$ cat config.mk
export PLATFORM = sky130hd
export DESIGN_NAME = map_ss_seq
export DESIGN_NICKNAME = d
export VERILOG_FILES = /design/src/rtl/map_ss_seq.sv
export SDC_FILE = /design/constraint.sdc
export NUM_CORES = 1
export LEC_CHECK = 0
export CORE_MARGIN = 8
export CORE_UTILIZATION = 50
export DETAILED_ROUTE_END_ITERATION = 12
export HOLD_SLACK_MARGIN = 0.05
export PLACE_DENSITY = 0.83
export SLEW_MARGIN = 25
export SYNTH_ARGS = -nofsm -noshare
export SYNTH_HDL_FRONTEND = slang
export SYNTH_SLANG_ARGS = --single-unit
$ cat constraint.sdc
create_clock -name clk -period 2.1 [get_ports clk]
set_input_delay 0.42 -clock clk [delete_from_list [all_inputs] [get_ports clk]]
set_output_delay 0.42 -clock clk [all_outputs]
set_load 0.01 [all_outputs]
$ cat src/rtl/map_ss_seq.sv
// rtl/map_ss_seq.sv - save-state sequencer walking the mapper state window for SAVE/LOAD
module map_ss_seq #(
    parameter int SS_LEN = 128,
    parameter int RD_LAT = 2,
    parameter int M2_TMO = 255
) (
    input  logic       clk,
    input  logic       rst,
    input  logic       start_save,
    input  logic       start_load,
    input  logic       abort,
    input  logic       m2_fall,
    output logic       ss_act,
    output logic       ss_we,
    output logic [7:0] ss_addr,
    output logic [7:0] ss_wdat,
    input  logic [7:0] ss_rdat,
    output logic       o_valid,
    input  logic       o_ready,
    output logic [7:0] o_data,
    input  logic       i_valid,
    output logic       i_ready,
    input  logic [7:0] i_data,
    output logic       busy,
    output logic       done,
    output logic       err
);
    localparam int               CNT_MAX   = (M2_TMO > RD_LAT) ? M2_TMO : RD_LAT;
    localparam int               CNT_W     = $clog2(CNT_MAX + 1);
    localparam logic [7:0]       LAST_ADDR = 8'(SS_LEN - 1);
    localparam logic [CNT_W-1:0] RD_LAST   = CNT_W'(RD_LAT - 1);
    localparam logic [CNT_W-1:0] TMO_LAST  = CNT_W'(M2_TMO - 1);

    typedef enum logic [2:0] {
        IDLE, S_SET, S_WAIT, S_PUSH, L_PULL, L_ARM, L_HOLD, FIN
    } state_t;

    state_t           state_q, state_d;
    logic [CNT_W-1:0] cnt_q, cnt_d;
    logic             ss_act_q, ss_act_d;
    logic             ss_we_q, ss_we_d;
    logic [7:0]       ss_addr_q, ss_addr_d;
    logic [7:0]       ss_wdat_q, ss_wdat_d;
    logic             o_valid_q, o_valid_d;
    logic [7:0]       o_data_q, o_data_d;
    logic             i_ready_q, i_ready_d;
    logic             busy_q, busy_d;
    logic             done_q, done_d;
    logic             err_q, err_d;

    always_comb begin
        state_d   = state_q;
        cnt_d     = cnt_q;
        ss_act_d  = ss_act_q;
        ss_we_d   = ss_we_q;
        ss_addr_d = ss_addr_q;
        ss_wdat_d = ss_wdat_q;
        o_valid_d = o_valid_q;
        o_data_d  = o_data_q;
        i_ready_d = i_ready_q;
        err_d     = err_q;
        done_d    = 1'b0;

        case (state_q)
            IDLE: begin
                if (start_save || start_load) begin
                    err_d     = 1'b0;
                    ss_addr_d = 8'd0;
                    cnt_d     = '0;
                    ss_act_d  = 1'b1;
                    if (start_save) begin
                        state_d = S_SET;
                    end else begin
                        state_d   = L_PULL;
                        i_ready_d = 1'b1;
                    end
                end
            end
            S_SET: begin
                cnt_d   = '0;
                state_d = S_WAIT;
            end
            S_WAIT: begin
                // Read data is sampled only after RD_LAT full cycles have elapsed since the address moved.
                if (cnt_q == RD_LAST) begin
                    o_data_d  = ss_rdat;
                    o_valid_d = 1'b1;
                    state_d   = S_PUSH;
                end else begin
                    cnt_d = cnt_q + 1'b1;
                end
            end
            S_PUSH: begin
                if (o_ready) begin
                    o_valid_d = 1'b0;
                    if (ss_addr_q == LAST_ADDR) begin
                        ss_act_d = 1'b0;
                        done_d   = 1'b1;
                        state_d  = FIN;
                    end else begin
                        ss_addr_d = ss_addr_q + 8'd1;
                        state_d   = S_SET;
                    end
                end
            end
            L_PULL: begin
                if (i_valid) begin
                    i_ready_d = 1'b0;
                    ss_wdat_d = i_data;
                    ss_we_d   = 1'b1;
                    cnt_d     = '0;
                    state_d   = L_ARM;
                end
            end
            L_ARM: begin
                if (m2_fall) begin
                    state_d = L_HOLD;
                end else if (cnt_q == TMO_LAST) begin
                    err_d    = 1'b1;
                    ss_we_d  = 1'b0;
                    ss_act_d = 1'b0;
                    state_d  = IDLE;
                end else begin
                    cnt_d = cnt_q + 1'b1;
                end
            end
            L_HOLD: begin
                ss_we_d = 1'b0;
                if (ss_addr_q == LAST_ADDR) begin
                    ss_act_d = 1'b0;
                    done_d   = 1'b1;
                    state_d  = FIN;
                end else begin
                    ss_addr_d = ss_addr_q + 8'd1;
                    i_ready_d = 1'b1;
                    state_d   = L_PULL;
                end
            end
            default: begin
                state_d = IDLE;
            end
        endcase

        // Abort drops the operation wholesale; any unaccepted save beat is simply lost.
        if (abort && (state_q != IDLE)) begin
            state_d   = IDLE;
            cnt_d     = '0;
            ss_act_d  = 1'b0;
            ss_we_d   = 1'b0;
            ss_addr_d = 8'd0;
            o_valid_d = 1'b0;
            i_ready_d = 1'b0;
            done_d    = 1'b0;
            err_d     = err_q;
        end

        busy_d = (state_d != IDLE);
    end

    always_ff @(posedge clk or posedge rst) begin
        if (rst) begin
            state_q   <= IDLE;
            cnt_q     <= '0;
            ss_act_q  <= 1'b0;
            ss_we_q   <= 1'b0;
            ss_addr_q <= 8'd0;
            ss_wdat_q <= 8'd0;
            o_valid_q <= 1'b0;
            o_data_q  <= 8'd0;
            i_ready_q <= 1'b0;
            busy_q    <= 1'b0;
            done_q    <= 1'b0;
            err_q     <= 1'b0;
        end else begin
            state_q   <= state_d;
            cnt_q     <= cnt_d;
            ss_act_q  <= ss_act_d;
            ss_we_q   <= ss_we_d;
            ss_addr_q <= ss_addr_d;
            ss_wdat_q <= ss_wdat_d;
            o_valid_q <= o_valid_d;
            o_data_q  <= o_data_d;
            i_ready_q <= i_ready_d;
            busy_q    <= busy_d;
            done_q    <= done_d;
            err_q     <= err_d;
        end
    end

    assign ss_act  = ss_act_q;
    assign ss_we   = ss_we_q;
    assign ss_addr = ss_addr_q;
    assign ss_wdat = ss_wdat_q;
    assign o_valid = o_valid_q;
    assign o_data  = o_data_q;
    assign i_ready = i_ready_q;
    assign busy    = busy_q;
    assign done    = done_q;
    assign err     = err_q;
endmodule

==> flow_summary.ini <==
[pwr]
power.static_leakage_nw = 1.341
power.combinational.fraction = 0.475
peakVddDrop_uv = 529.9
power.switching_mw = 1.187
power.density_nw_per_um2 = 1088
total_power_mw = 3.412
internal_power_of_the_cells_mw = 2.225
switching_share = 0.3478
seq_power_share = 0.341
power_frac_clock = 0.184

[route]
detailroute.via_count = 2091
drt.antenna.violating_nets = 0
drt_drc_violations_left = 0
post_drt_wl_per_cell_um = 17.02
finalWirelength_um = 6024
detailedRoute.firstPassIterationCount = 4
drt_iter0_drc = 205
viasPerCell = 5.907

[place]
placement.cell_area_um2 = 3025
hpwl_reported_at_the_end_of_detailed_placement_um = 4581
numPortBuffers = 54
pre_cts_slack_ns = 0.05293
place.detailed.instances = 346
place_congestion = 0.8933

[setup_path]
end_kind = flip-flop
path_max_fanout = 7
ff2ff_path_depth = 5
worst-setup-path-type = reg -> reg
cp_data_arrival_time_ns = 2.11
crit-reg2reg-launch = cnt_q[2]
timing.rr.end = cnt_q[1]
worstPathRequired_ns = 2.28
worst_reg_to_reg_setup_slack_ns = 0.17
setup.worst_path.start_class = flip-flop

[synth]
synthSimpleGateAreaFrac = 0.1661
synth_compound_area_frac = 0.2165
synth_seq_area_share = 0.4502
ys.warnings.count = 0
synth_mux_area_frac = 0.09914
yosys_register_bits = 42
synth_edf_count = 0
synth_top_flop_cell = dfrtp_1
syn_area_um2 = 2335
yosys.area_share.xor_xnor = 0
yosys.cell_types.count = 54
synth_nets = 257
synthesized_area_divided_by_synthesized_cell_count_um2 = 10.20
async_reset_ff_frac = 1.000
synth_cells = 229
adder_cell_fraction_of_synth_area = 0.02144
combinational_family_with_the_most_area_after_synthesis = compound AO/OA/AOI/OAI gates

[clock_tree]
root_buffer = clkbuf_8
postCtsSetupRepairBufs = 0
clock_latency_ns = 0.29
cts_sink_count = 42
cts-root-to-sink-buffers = 2
clock_tree_from_tritoncts = built
ctsHtreeMaxLevel = 2
clk_pin_slew_worst_paths_ns = 0.08
cts_resized = 0
cts-buffers-inserted = 5
holdBufCountCts = 0

[global_routing]
grt.overflow.total = 0
first_global_vias = 2048
globalRouteTotalUtil = 0.1687
grt_max_degree = 43
grt_first_pass_wirelength_um = 10040
antenna_found_initial = 0

[final_layout]
design_area_um2 = 3136
layout.core_utilization = 0.6819
mostFrequentLayoutCell = clkdlybuf4s50_1
most-common-layout-cells = clkdlybuf4s50_1 (54), dfrtp_1 (42), buf_4 (20)
num_antenna_cells = 0
final.fill_count = 343
instances_no_fill = 354
layout-drive-gt1-share = 0.1967
post_synthesis_to_final_layout_area_growth_pct = 34.30
layout.area.seq_um2 = 1051
finish.net_count = 327
multiInputGateArea_um2 = 1175

[timing]
worst-slew-pin-transition_ns = 0.5193
fin_crit_ns = 1.933
report.final.hold_viol_count = 0
fin_worst_skew_ns = 0.006984
fin_setup_tns_ns = 0
clock.fmax_mhz = 517.3
setup_repair_after_global_routing_missed_its_margin = no
slew_headroom = 0.6538
number_of_setup_violations_in_the_final_report = 0
setup_slack_ns = 0.1668
holdWs_ns = 0.5118
layout_worst_path_cycle_share = 0.9206
slew_viol_final = 0

[worst_hold_path]
hold_class = reg -> reg
min_delay_worst_endpoint = o_data[5]
hold_path_depth = 1
worstHoldStart = o_data[5]

[die]
floorplan.core_area_um2 = 4598
io_pins = 55
floorplan.die.width_um = 84.34
floorplan.die_area_um2 = 7112
fp.dieH_um = 84.34
fp-row-count = 25
initial_core_util = 0.5078

[status]
run_status = completed

[flow_run]
maxCapViolCount = 0
-- worst max-delay path, cell delays in order (launching register included) --
cell and delay [ns]:
dfrtp_1 0.45, nor4_1 0.50, nand3_1 0.28, o21ai_2 0.18
a21oi_4 0.11, mux2_4 0.30
-- registers in the layout, summed over array words and instances, names as in the netlist --
name and count:
busy 1, cnt_q 8, done 1, err 1, i_ready 1, o_data 8, o_valid 1, ss_act 1
ss_addr 8, ss_wdat 8, ss_we 1, state_q 3
-- area by class of cell --
type,count,share of cell area
multi-input cells,165,0.3747
well taps,54,0.02155
clock inverters,2,0.01197
flip-flops and latches,42,0.3352
inverters,11,0.01317
repair buffers,74,0.2203
clock buffers,6,0.02314
-- worst max-delay path by stage --
stage	cells past startpoint	start	slack, ns	to
detailed placement	6	abort	0.05	ss_addr[5]
floorplan	7	cnt_q[1]	0.41	cnt_q[1]
global route	4	cnt_q[0]	0.07	o_data[2]
CTS	4	cnt_q[0]	0.19	o_data[2]
global placement	5	i_valid	0.11	busy
finish	5	cnt_q[2]	0.17	cnt_q[1]
-- synthesized netlist by cell type, types with 4 or more instances --
| cell type | count | area, um2 |
|---|---|---|
| a21oi_1 | 19 | 95.09 |
| a31oi_1 | 9 | 56.30 |
| a41oi_1 | 4 | 35.03 |
| buf_2 | 9 | 45.04 |
| dfrtp_1 | 42 | 1051 |
| ha_1 | 4 | 50.05 |
| inv_1 | 10 | 37.54 |
| mux2_2 | 16 | 180.2 |
| nand2_1 | 14 | 52.55 |
| nand3_1 | 6 | 30.03 |
| nor2_1 | 15 | 56.30 |
| nor3_1 | 4 | 20.02 |
| o21ai_0 | 7 | 35.03 |
| o21ai_1 | 8 | 40.04 |
-- layer usage --
| layer | global-route usage | vias up | wire [um] |
|---|---|---|---|
| li1 | - | 979 | - |
| met1 | 0.2189 | 997 | 2623 |
| met2 | 0.2591 | 98 | 2787 |
| met3 | 0.05034 | 17 | 467 |
| met4 | 0.06019 | 0 | 146 |
| met5 | 0 | - | 0 |
-- cells by family after synthesis --
family | count (synthesis)
adder cells (fa/ha/maj) | 4
flip-flops | 42
multiplexers | 20
AND/OR/NAND/NOR | 69
AO/OA/AOI/OAI | 72
buffers and inverters | 22
-- power groups by stage --
stage / clock (mW) / combinational [mW] / sequential [mW]
after CTS: 0.644 / 1.62 / 1.16
after global placement: 0 / 1.58 / 1.16
after global routing: 0.675 / 1.75 / 1.19
after floorplan: 0 / 0.879 / 1.22
final: 0.628 / 1.62 / 1.16
after detailed placement: 0 / 1.60 / 1.18
Power figures use the tool's default switching activity.
